===== src/rtl/uart_rx_fifo_if.sv =====
// Receiver-to-FIFO-to-consumer signal bundle; master drives strobe/ready/clear, slave is the FIFO.
// UART_RX_FIFO_LEVEL_EN adds the o_Level / o_Almost_Full outputs.
interface uart_rx_fifo_if #(
    parameter int DATA_WIDTH = 8
`ifdef UART_RX_FIFO_LEVEL_EN
    ,
    parameter int DEPTH      = 16
`endif
);
    logic                  i_RX_Data_Valid;
    logic [DATA_WIDTH-1:0] i_RX_Byte;
    logic                  o_Data_Valid;
    logic                  i_Data_Ready;
    logic [DATA_WIDTH-1:0] o_Data;
    logic                  o_Empty;
    logic                  o_Full;
    logic                  o_Overflow;
    logic                  i_Clear_Overflow;
`ifdef UART_RX_FIFO_LEVEL_EN
    logic [$clog2(DEPTH):0] o_Level;
    logic                   o_Almost_Full;

    modport master (
        output i_RX_Data_Valid, i_RX_Byte, i_Data_Ready, i_Clear_Overflow,
        input  o_Data_Valid, o_Data, o_Empty, o_Full, o_Overflow, o_Level, o_Almost_Full
    );
    modport slave (
        input  i_RX_Data_Valid, i_RX_Byte, i_Data_Ready, i_Clear_Overflow,
        output o_Data_Valid, o_Data, o_Empty, o_Full, o_Overflow, o_Level, o_Almost_Full
    );
`else
    modport master (
        output i_RX_Data_Valid, i_RX_Byte, i_Data_Ready, i_Clear_Overflow,
        input  o_Data_Valid, o_Data, o_Empty, o_Full, o_Overflow
    );
    modport slave (
        input  i_RX_Data_Valid, i_RX_Byte, i_Data_Ready, i_Clear_Overflow,
        output o_Data_Valid, o_Data, o_Empty, o_Full, o_Overflow
    );
`endif
endinterface


===== src/rtl/uart_rx_fifo.sv =====
// FWFT receive buffer: strobed byte is valid 1 cycle later; bytes arriving while full are dropped
// and set sticky o_Overflow. UART_RX_FIFO_LEVEL_EN adds o_Level and o_Almost_Full.
module uart_rx_fifo #(
    parameter int DEPTH        = 16,
    parameter int DATA_WIDTH   = 8,
    parameter int AFULL_THRESH = 12
) (
    input  logic           clk,
    input  logic           rst,
    uart_rx_fifo_if.slave  bus
);
    localparam int AW = $clog2(DEPTH);
    localparam int CW = AW + 1;

    if (DEPTH < 2 || (DEPTH & (DEPTH - 1)) != 0) begin : g_bad_depth
        $error("uart_rx_fifo: DEPTH must be a power of two >= 2");
    end
    if (AFULL_THRESH < 1 || AFULL_THRESH > DEPTH) begin : g_bad_thresh
        $error("uart_rx_fifo: AFULL_THRESH must be within 1..DEPTH");
    end

    logic [DATA_WIDTH-1:0] mem [DEPTH];
    logic [AW-1:0]         wr_ptr;
    logic [AW-1:0]         rd_ptr;
    logic [CW-1:0]         count;
    logic                  overflow;

    logic empty;
    logic full;
    logic push;
    logic pop;
    logic drop;

    assign empty = (count == '0);
    assign full  = (count == CW'(DEPTH));
    assign pop   = !empty && bus.i_Data_Ready;
    // A pop in the same cycle frees the slot, so a full FIFO still accepts the byte.
    assign push  = bus.i_RX_Data_Valid && (!full || pop);
    assign drop  = bus.i_RX_Data_Valid && full && !pop;

    always_ff @(posedge clk) begin
        if (rst) begin
            wr_ptr   <= '0;
            rd_ptr   <= '0;
            count    <= '0;
            overflow <= 1'b0;
        end else begin
            if (push) begin
                wr_ptr <= wr_ptr + AW'(1);
            end
            if (pop) begin
                rd_ptr <= rd_ptr + AW'(1);
            end
            count <= count + CW'(push) - CW'(pop);
            if (drop) begin
                overflow <= 1'b1;
            end else if (bus.i_Clear_Overflow) begin
                overflow <= 1'b0;
            end
        end
    end

    // Storage is not reset; an in-flight strobe during reset is not written.
    always_ff @(posedge clk) begin
        if (push && !rst) begin
            mem[wr_ptr] <= bus.i_RX_Byte;
        end
    end

    assign bus.o_Data_Valid = !empty;
    assign bus.o_Empty      = empty;
    assign bus.o_Full       = full;
    assign bus.o_Overflow   = overflow;
    assign bus.o_Data       = empty ? '0 : mem[rd_ptr];

`ifdef UART_RX_FIFO_LEVEL_EN
    assign bus.o_Level       = count;
    assign bus.o_Almost_Full = (count >= CW'(AFULL_THRESH));
`endif

endmodule


===== src/flat_wrapper.sv =====
// flat-port wrapper written by rule: the top's interface ports become plain ports
module uart_rx_fifo_flat 
#(
    parameter int DEPTH        = 16,
    parameter int DATA_WIDTH   = 8,
    parameter int AFULL_THRESH = 12
)
  (clk, rst, bus_i_RX_Data_Valid, bus_i_RX_Byte, bus_i_Data_Ready, bus_i_Clear_Overflow, bus_o_Data_Valid, bus_o_Data, bus_o_Empty, bus_o_Full, bus_o_Overflow);
  uart_rx_fifo_if #(.DATA_WIDTH(DATA_WIDTH)) bus_i ();
  input  logic clk;
  input  logic rst;
  input wire logic [$bits(bus_i.i_RX_Data_Valid)-1:0] bus_i_RX_Data_Valid;
  input wire logic [$bits(bus_i.i_RX_Byte)-1:0] bus_i_RX_Byte;
  input wire logic [$bits(bus_i.i_Data_Ready)-1:0] bus_i_Data_Ready;
  input wire logic [$bits(bus_i.i_Clear_Overflow)-1:0] bus_i_Clear_Overflow;
  output wire logic [$bits(bus_i.o_Data_Valid)-1:0] bus_o_Data_Valid;
  output wire logic [$bits(bus_i.o_Data)-1:0] bus_o_Data;
  output wire logic [$bits(bus_i.o_Empty)-1:0] bus_o_Empty;
  output wire logic [$bits(bus_i.o_Full)-1:0] bus_o_Full;
  output wire logic [$bits(bus_i.o_Overflow)-1:0] bus_o_Overflow;
  assign bus_i.i_RX_Data_Valid = bus_i_RX_Data_Valid;
  assign bus_i.i_RX_Byte = bus_i_RX_Byte;
  assign bus_i.i_Data_Ready = bus_i_Data_Ready;
  assign bus_i.i_Clear_Overflow = bus_i_Clear_Overflow;
  assign bus_o_Data_Valid = bus_i.o_Data_Valid;
  assign bus_o_Data = bus_i.o_Data;
  assign bus_o_Empty = bus_i.o_Empty;
  assign bus_o_Full = bus_i.o_Full;
  assign bus_o_Overflow = bus_i.o_Overflow;
  uart_rx_fifo #(.DEPTH(DEPTH), .DATA_WIDTH(DATA_WIDTH), .AFULL_THRESH(AFULL_THRESH)) u_core (.clk(clk), .rst(rst), .bus(bus_i));
endmodule

===== config.mk =====
export PLATFORM = sky130hd
export DESIGN_NAME = uart_rx_fifo_flat
export DESIGN_NICKNAME = d
export VERILOG_FILES = /design/src/rtl/uart_rx_fifo_if.sv /design/src/rtl/uart_rx_fifo.sv /design/src/flat_wrapper.sv
export SDC_FILE = /design/constraint.sdc
export NUM_CORES = 1
export LEC_CHECK = 0
export BUFFER_PORTS_ARGS = -buffer_cell sky130_fd_sc_hd__buf_4
export CELL_PAD_IN_SITES_DETAIL_PLACEMENT = 1
export CELL_PAD_IN_SITES_GLOBAL_PLACEMENT = 2
export CORE_AREA = 2 2 101 128
export DETAILED_ROUTE_END_ITERATION = 16
export DIE_AREA = 0 0 103 130
export HOLD_SLACK_MARGIN = 0.02
export PLACE_DENSITY_LB_ADDON = 0.1
export REMOVE_ABC_BUFFERS = 1
export SYNTH_ARGS = -nofsm -noshare
export SYNTH_HDL_FRONTEND = slang
export SYNTH_SLANG_ARGS = --single-unit

===== constraint.sdc =====
create_clock -name clk -period 6.3 [get_ports clk]
set_input_delay 0.945 -clock clk [delete_from_list [all_inputs] [get_ports clk]]
set_output_delay 0.945 -clock clk [all_outputs]
set_load 0.1 [all_outputs]

# After elaboration in Yosys (flattened, before gate mapping)

Memories as Yosys holds them, arrays and structs flattened. A register that Yosys moved wholly into a read port is not among the register bits.
Index checks and enable logic that the tools add are counted.

Add/subtract/negate cells: 4
Equality and inequality tests: 1
Multiplexer cells: 7
Reduce and logical (&&, ||, !) cells: 12

Operators with widths:

| kind                  | number |
|---|---|
| $add A4 B1 Y4 const B | 2 |
| $mux W4               | 2 |
| $mux W8               | 1 |
| $add A5 B1 Y5         | 1 |
| $eq A5 B5 Y1 const B  | 1 |
| $logic_and A1 B1 Y1   | 5 |
| $logic_not A5 Y1      | 1 |
| $sub A5 B1 Y5         | 1 |
| $logic_not A1 Y1      | 4 |
| $mux W1               | 4 |
| $reduce_bool A2 Y1    | 1 |
| $logic_or A1 B1 Y1    | 1 |

Flip-flop bits (word level): 14
Memory bits (writable): 128
Input bits: 13
Output and inout port bits: 12
Word-level logic and storage cells: 29
Memories kept: 1

Memories:

| name       | depth | bits a word | rd ports | clocked after memory_dff | wr ports | line               | text |
|---|---|---|---|---|---|---|---|
| u_core.mem | 16    | 8           | 1        | 1                        | 1        | uart_rx_fifo.sv:22 | `logic [DATA_WIDTH-1:0] mem [DEPTH];` |

# Depth between registers and ports, before layout

Gate-level depths: netlist (run 1).

Depth in word-level cells: 8
Depth in mapped cells: 14
Mapped depth without buffers: 13

# Least setup slack after synthesis (run 1)

OpenSTA, ideal clock, no wires.

Path kind: register to output
Start: reg u_core.count[2]
End: out bus_o_Data[0]
Data arrival time: 3.642 ns
Required time: 5.355 ns
Slack: 1.713 ns
Cell stages (with the launch flop): 8
Buffers on the path: 2
Path through: dfxtp_1 -> inv_1 -> ha_1 -> or4b_2 -> clkbuf_1 -> clkbuf_1 -> o21ai_0 -> a21oi_1

Longest elaborated chain between the ends: 2

Ends and longest elaborated chain:

| item                   | line               | text |
|---|---|---|
| start, declared        | uart_rx_fifo.sv:25 | `logic [CW-1:0] count;` |
| start signal, assigned | uart_rx_fifo.sv:54 | `count <= count + CW'(push) - CW'(pop);` |
| $logic_not A5 Y1       | uart_rx_fifo.sv:34 | `assign empty = (count == '0);` |
| $mux W8                | uart_rx_fifo.sv:74 | `assign bus.o_Data = empty ? '0 : mem[rd_ptr];` |
| end, declared          | flat_wrapper.sv:17 | `output wire logic [$bits(bus_i.o_Data)-1:0] bus_o_Data;` |

Every way passes these cells.

==> out/results.md, run 1 <==
| Item | This run |
| --- | --- |
| Run status | completed |
| Setup repair after global routing missed its margin | false |
| Port Buffers | 24 |
| Overall die width | 103 microns |
| Placed Cells incl. Taps | 511 |
| Minimum period implied by the final worst setup slack | 4.05 ns |
| Number of global-route vias before repair | 3265 |
| Post-CTS resize count | 0 |
| Count of cells along the worst register-to-register path | 13 |
| Final Cell Area | 7010 sq um |
| Max-slew headroom at the worst pin | 32.0% |
| Worst setup skew after layout | 0.00611 ns |
| Deepest clock path buffer count | 2 |
| Multi-input gate area | 1660 sq um |
| Final Non-Filler Cells | 543 |
| Setup crit start kind | register |
| Number of top-level pins | 25 |
| PwrDens | 432 nW/um^2 |
| Sw Ratio | 33.3% |
| N_diodes | 0 |
| Max Fclk | 0.247 GHz |
| Cell-internal power | 2.02 mW |
| Area of all sequential standard cells | 4200 sq um |
| Detailed-route DRC error count | 0 |
| Synthesized cell area | 5960 sq um |
| Yosys warning count | 0 |
| Height of the die | 130 microns |
| Final TNS setup | 0 ns |
| Worst hold path class | reg -> reg |
| Number of detailed-routing iterations run before antenna repair | 4 |
| Post-synthesis cell type count | 33 |
| Number of levels in the clock H-tree | 4 |
| CP max stage cell | dfxtp_1 |
| Most frequent cell on the critical path | buf_4 |
| Type of destination of the critical path | primary output |
| Core box area | 12300 sq um |
| Max-capacitance violation count | 0 |
| Num rows | 46 |
| Total leakage power | 2.33 nW |
| Number of vias after detailed routing | 3026 |
| Crit path arrival time | 3.11 ns |
| Total Wirelength | 12600 microns |
| Detailed Route Iter0 Violations | 141 |
| Met2 layer wire length in the routed design | 7020 microns |
| Global router's overall resource usage | 20.4% |
| Net count reported at finish | 387 |
| Clock power share | 34.6% |
| Routed Antenna Nets | 0 |
| Peak ir drop on the vdd network | 0.260 mV |
| Number of failing setup endpoints in the final timing report | 0 |
| Post-Synthesis Cells | 326 |
| Top fanout value on the critical path | 17 |
| Area Growth Syn to Fin | 17.5% |
| Gp weighted congestion | 0.722 |
| Endpoints failing hold | 0 |
| Sum of overflow across all layers after global routing | 0 |
| Clk Latency, worst-skew pair | 0.41 ns |
| Total clock buffers created by CTS | 17 |
| Number of synthesized register bits | 146 |
| Maximum number of pins on one net before global-route repair | 25 |
| Sequential group share of total power | 37.0% |
| Mean instance size in the synthesized netlist | 18.3 sq um |
| Count of hold buffers inserted by post-cts repair | 0 |
| Clock transition at path regs | 0.06 ns |
| Worst path cell trace | buf_4, mux4_2, mux2_2, o21ai_1, a21oi_1, buf_4 |
| Net switching component of the power | 1.01 mW |
| Kind of critical path | reg -> out |
| Root Driver | clkbuf_16 |
| Final Max Tran Viols | 0 |
| Area post-placement | 6390 sq um |
| Number of clock sinks | 146 |
| Fin crit share | 64.3% |
| Slew of the pin with the lowest slew margin | 1.01 ns |
| Max Used Layer | met4 |
| Crit path required time | 5.35 ns |
| Average routed wire per standard cell | 23.2 microns |
| Effective utilization at floorplan | 48.4% |
| Hpwl dp | 7810 microns |
| Per-cell via count in the routed design | 5.57 |
| Portion of the post-synthesis area used by sequential elements | 70.5% |
| Combinational share of power | 28.4% |
| Global-route wire length before repair | 18900 microns |
| Area of the die | 13400 sq um |
| Final core utilization | 56.9% |
| Initial antenna violation count | 0 |
| CTS tree | done |
| Fraction of final layout cells sized beyond drive strength 1 | 28.0% |
| Routed met3 length | 380 microns |
| # fillers | 1154 |
| Worst Hold Depth | 2 |
| Number of setup buffers added after CTS | 0 |
| Total routed wire length on the met1 layer | 5160 microns |
| Largest stage delay on the critical path | 0.96 ns |
## flip-flops by register name, summed over array words and instances (netlist names), named ones only
signal                 flops
u_core.count               5
u_core.mem               128
u_core.wr_ptr              4
u_core.rd_ptr              4
u_core.bus.o_Overflow      1
## placed cells by master (no fill, tap or decap), types with 2 or more instances in the layout
cell type	count
mux2_2	8
nor3_1	4
xnor2_1	3
clkbuf_1	2
nand2b_1	6
nor2_1	14
edfxtp_1	128
o21ai_0	5
inv_1	12
mux2i_1	9
bufinv_16	4
nand2_1	4
nor4_2	4
dfxtp_1	18
xor2_1	5
a21oi_1	14
mux4_1	13
mux4_2	19
nor2b_1	4
clkbuf_16	17
ha_1	11
nor3_2	8
nand3_1	4
o21ai_1	6
clkinvlp_4	4
buf_4	36
clkinv_4	2
## synthesized netlist by cell type
library cell | number | area share (%)
o211ai_1 | 1 | 0.13
o21ai_1 | 5 | 0.42
a21o_1 | 1 | 0.13
edfxtp_1 | 128 | 64
clkbuf_1 | 5 | 0.31
or4_1 | 1 | 0.13
mux2i_1 | 9 | 1.5
nand2_1 | 4 | 0.25
nand4bb_1 | 1 | 0.19
xnor2_1 | 3 | 0.44
dfxtp_1 | 18 | 6.0
nor4_1 | 4 | 0.42
or3_1 | 1 | 0.10
nor2b_1 | 4 | 0.42
mux2_2 | 8 | 1.5
nor2_1 | 14 | 0.88
a21oi_1 | 14 | 1.2
buf_6 | 3 | 0.57
buf_1 | 3 | 0.19
mux4_2 | 19 | 7.2
nand2b_1 | 6 | 0.63
inv_1 | 12 | 0.76
fa_1 | 1 | 0.34
or4b_2 | 1 | 0.17
and3_1 | 1 | 0.10
ha_1 | 11 | 2.3
xor2_1 | 5 | 0.73
nor3_1 | 12 | 1.0
o21ai_0 | 6 | 0.50
nand3_1 | 4 | 0.34
buf_2 | 7 | 0.59
buf_12 | 1 | 0.34
mux4_1 | 13 | 5.7
## cell type report
type,count,share of cell area [%]
repair buffers,36,3.86
clock buffers,19,6.18
inverters,12,0.643
well taps,168,3.00
clock inverters,13,2.64
multi-input cells,149,23.7
flip-flops and latches,146,60.0
## cell families after synthesis
logic type,Yosys count,share of synthesized area [%]
and+or+nand+nor,53,4.64
DFF,146,70.5
AOI/OAI and AO/OA,27,2.35
xor gates and xnor gates,8,1.18
buffers and inverters,31,2.75
muxes,49,15.9
adders and majority gates,12,2.64
## metrics by stage
| step | setup slack [ns] | hold WS, ns | power (mW) |
|---|---|---|---|
| final | 2.25 | 0.498 | 3.03 |
| after detailed placement | 2.65 | 0.491 | 2.01 |
| after CTS | 2.21 | 0.505 | 3.06 |
| after floorplan | 2.16 | 0.465 | 1.79 |
| after global routing | 2.07 | 0.544 | 3.14 |
| after global placement | 2.66 | 0.490 | 2.00 |
## critical path, delay by kind of cell, from the launching register on
family,cells,cell delay (ns)
flip-flops,1,0.96
multiplexers,2,0.80
buffers and inverters,2,0.71
AO/OA/AOI/OAI,2,0.20
## power by group through the flow
stage / Combinational (mW) / Sequential, mW / Clock [mW]
2_1_floorplan: 0.628 / 1.16 / 0
3_3_place_gp: 0.859 / 1.14 / 0
3_5_place_dp: 0.871 / 1.14 / 0
4_1_cts: 0.874 / 1.12 / 1.07
5_1_grt: 0.916 / 1.13 / 1.10
6_report: 0.859 / 1.12 / 1.05
## routing by layer
layer | vias to the layer above | GRT usage (%)
met5 | - | 0
met4 | 0 | 6.04
met3 | 2 | 5.03
met2 | 58 | 36.1
met1 | 1602 | 24.6
li1 | 1364 | -
## final timing paths
kind                                       start  slack [ns]               to
worst min register to register  u_core.rd_ptr[3]        0.50         register
worst max register to register   u_core.count[3]        2.86  u_core.count[4]
worst min-delay path            u_core.rd_ptr[3]        0.50         register
worst max-delay path                    register        2.25    bus_o_Data[6]
No activity file was read; power rests on OpenSTA's default activity.
==> inputs of run 2 (changes only) <==
- CORE_AREA: 2 2 101 128 -> 2 2 104 131
- DIE_AREA: 0 0 103 130 -> 0 0 106 133
- clock period: 6.3 -> 3.8 ns (I/O delays scaled with it)
==> run 2 against run 1 <==
Effect of this change:
- clock skew grew 0.0036 ns
- worst setup slack got worse by 1.6 ns
- via count decreased by 1.6%
- first-iteration DRC count fell by 23%
- routed wire length down 3.4%
- final cell count up 2.2%
- cell area is 0.16% higher
==> out/results.md, run 2 (synthesis results as in run 1) <==
| Item | This run |
| --- | --- |
| Run status | completed |
| Minimum period implied by the final worst setup slack | 3.19 ns |
| Total leakage power | 2.38 nW |
| Total Wirelength | 12200 microns |
| Worst hold path class | in -> reg |
| Port Buffers | 24 |
| Sum of overflow across all layers after global routing | 0 |
| Deepest clock path buffer count | 2 |
| Core box area | 13000 sq um |
| Global router's overall resource usage | 18.8% |
| Largest stage delay on the critical path | 0.64 ns |
| Most frequent cell on the critical path | buf_4 |
| Peak ir drop on the vdd network | 0.804 mV |
| Effective utilization at floorplan | 45.9% |
| Hpwl dp | 7660 microns |
| Number of failing setup endpoints in the final timing report | 0 |
| N_diodes | 0 |
| Fin crit share | 84.0% |
| Total clock buffers created by CTS | 17 |
| Placed Cells incl. Taps | 523 |
| Initial antenna violation count | 0 |
| Area post-placement | 6420 sq um |
| Overall die width | 106 microns |
| Clock transition at path regs | 0.06 ns |
| Height of the die | 133 microns |
| Worst path setup slack after routing | 0.609 ns |
| PwrDens | 703 nW/um^2 |
| Global-route wire length before repair | 18800 microns |
| Crit path arrival time | 2.62 ns |
| Kind of critical path | reg -> out |
| Setup repair after global routing missed its margin | false |
| Setup crit start kind | register |
| Number of detailed-routing iterations run before antenna repair | 4 |
| Crit path required time | 3.23 ns |
| Worst setup skew after layout | 0.00968 ns |
| Detailed Route Iter0 Violations | 109 |
| Max Fclk | 0.313 GHz |
| Number of flip-flops in the largest register | 128 |
| Number of global-route vias before repair | 3313 |
| Reg-to-reg critical path endpoint | u_core.count[4] |
| # fillers | 1191 |
| Average routed wire per standard cell | 22.0 microns |
| Routed Antenna Nets | 0 |
| Most frequent standard cell in the layout excluding fill and tap cells | edfxtp_1 |
| Worst Hold Depth | 3 |
| Max-capacitance violation count | 0 |
| Startpoint of the tightest hold check path | bus_i_RX_Data_Valid |
| Maximum number of pins on one net before global-route repair | 33 |
| Num rows | 47 |
| Count of hold buffers inserted by post-cts repair | 0 |
| Area Growth Syn to Fin | 17.7% |
| Fraction of final layout cells sized beyond drive strength 1 | 27.3% |
| Commonest cells after routing, fill and taps aside | 128 x edfxtp_1, 45 x buf_4, 19 x mux4_2, 18 x dfxtp_1, 17 x clkbuf_16 |
| Slack of the worst reg-to-reg path | 0.79 ns |
| Number of vias after detailed routing | 2978 |
| Final Non-Filler Cells | 555 |
| Number of setup buffers added after CTS | 0 |
| Count of cells along the worst register-to-register path | 13 |
| Final TNS setup | 0 ns |
| Clk Latency, worst-skew pair | 0.41 ns |
| Root Driver | clkbuf_16 |
| Number of clock sinks | 146 |
| Gp weighted congestion | 0.677 |
| Area of the die | 14100 sq um |
| Per-cell via count in the routed design | 5.37 |
| Final Max Tran Viols | 0 |
| Number of top-level pins | 25 |
| Capture endpoint of the worst hold path | u_core.bus.o_Overflow |
| Post-CTS resize count | 0 |
| Register bank with the most flops | u_core.mem |
| Endpoints failing hold | 0 |
| CTS tree | done |
| Setup slack after placement | 0.769 ns |
| Slew of the pin with the lowest slew margin | 0.831 ns |
| Type of destination of the critical path | primary output |
| Worst reg2reg path startpoint | u_core.count[3] |
| Top fanout value on the critical path | 32 |
| Number of levels in the clock H-tree | 4 |
| Final Cell Area | 7020 sq um |
| Worst path cell trace | buf_4, mux4_1, mux2_2, o21ai_0, a21oi_1, buf_4 |
| Registers with the highest flip-flop counts | u_core.mem: 128 flops, u_core.count: 5 flops |
| Max-slew headroom at the worst pin | 44.5% |
| Detailed-route DRC error count | 0 |
| Net count reported at finish | 396 |
| CP max stage cell | mux4_1 |
## run 2: cell count changes in the layout (fill, tap and decap cells not counted), sizes merged
cell / previous run / this run
inv: 13 / 12
bufinv: 4 / 3
clkbuf: 19 / 22
clkinv: 4 / 6
buf: 36 / 45
clkinvlp: 4 / 1
## run 2: worst max path at each step
stage                     from              end  cells past startpoint
2_1_floorplan         register    bus_o_Data[0]                      4
3_3_place_gp   u_core.count[3]  u_core.count[4]                     13
3_5_place_dp   u_core.count[3]  u_core.count[4]                     13
4_1_cts               register    bus_o_Data[0]                      6
5_1_grt               register    bus_o_Data[0]                      6
6_report              register    bus_o_Data[0]                      6
## run 2: final cells by class
cell class	instances	area (sq um)	share of cell area, %
flip-flops and latches	146	4200	59.9
clock inverters	10	134	1.91
clock buffers	22	464	6.61
multi-input cells	149	1620	23.1
repair buffers	45	338	4.81
well taps	171	214	3.05
inverters	12	45.0	0.642
## run 2: power breakdown
| part | internal, mW | total (mW) | leakage (nW) | switching (mW) |
|---|---|---|---|---|
| registers | 1.80 | 1.84 | 1.30 | 0.0339 |
| logic | 0.459 | 1.43 | 0.788 | 0.971 |
| clock network | 1.06 | 1.67 | 0.291 | 0.605 |
## run 2: layer usage
metal	global-route usage, %	vias up	share of wire (%)
li1	-	1378	-
met1	23.3	1540	43
met2	32.2	48	53
met3	4.43	12	2.9
met4	6.87	0	1.2
met5	0	-	0
## run 2: critical path: cells and delay by family (launching register included)
kind	cells	cell delay [ns]
buf+inv	2	0.71
mux	2	0.92
flops	1	0.31
compound gates	2	0.26
## run 2: through the flow
step | hold slack, ns | total power [mW] | utilization, %
CTS | 0.398 | 4.99 | 54.0
detailed placement | 0.512 | 3.32 | 49.4
finish | 0.416 | 4.93 | 54.0
global placement | 0.493 | 3.31 | 49.4
floorplan | 0.465 | 2.97 | -
global route | 0.423 | 5.13 | 54.0
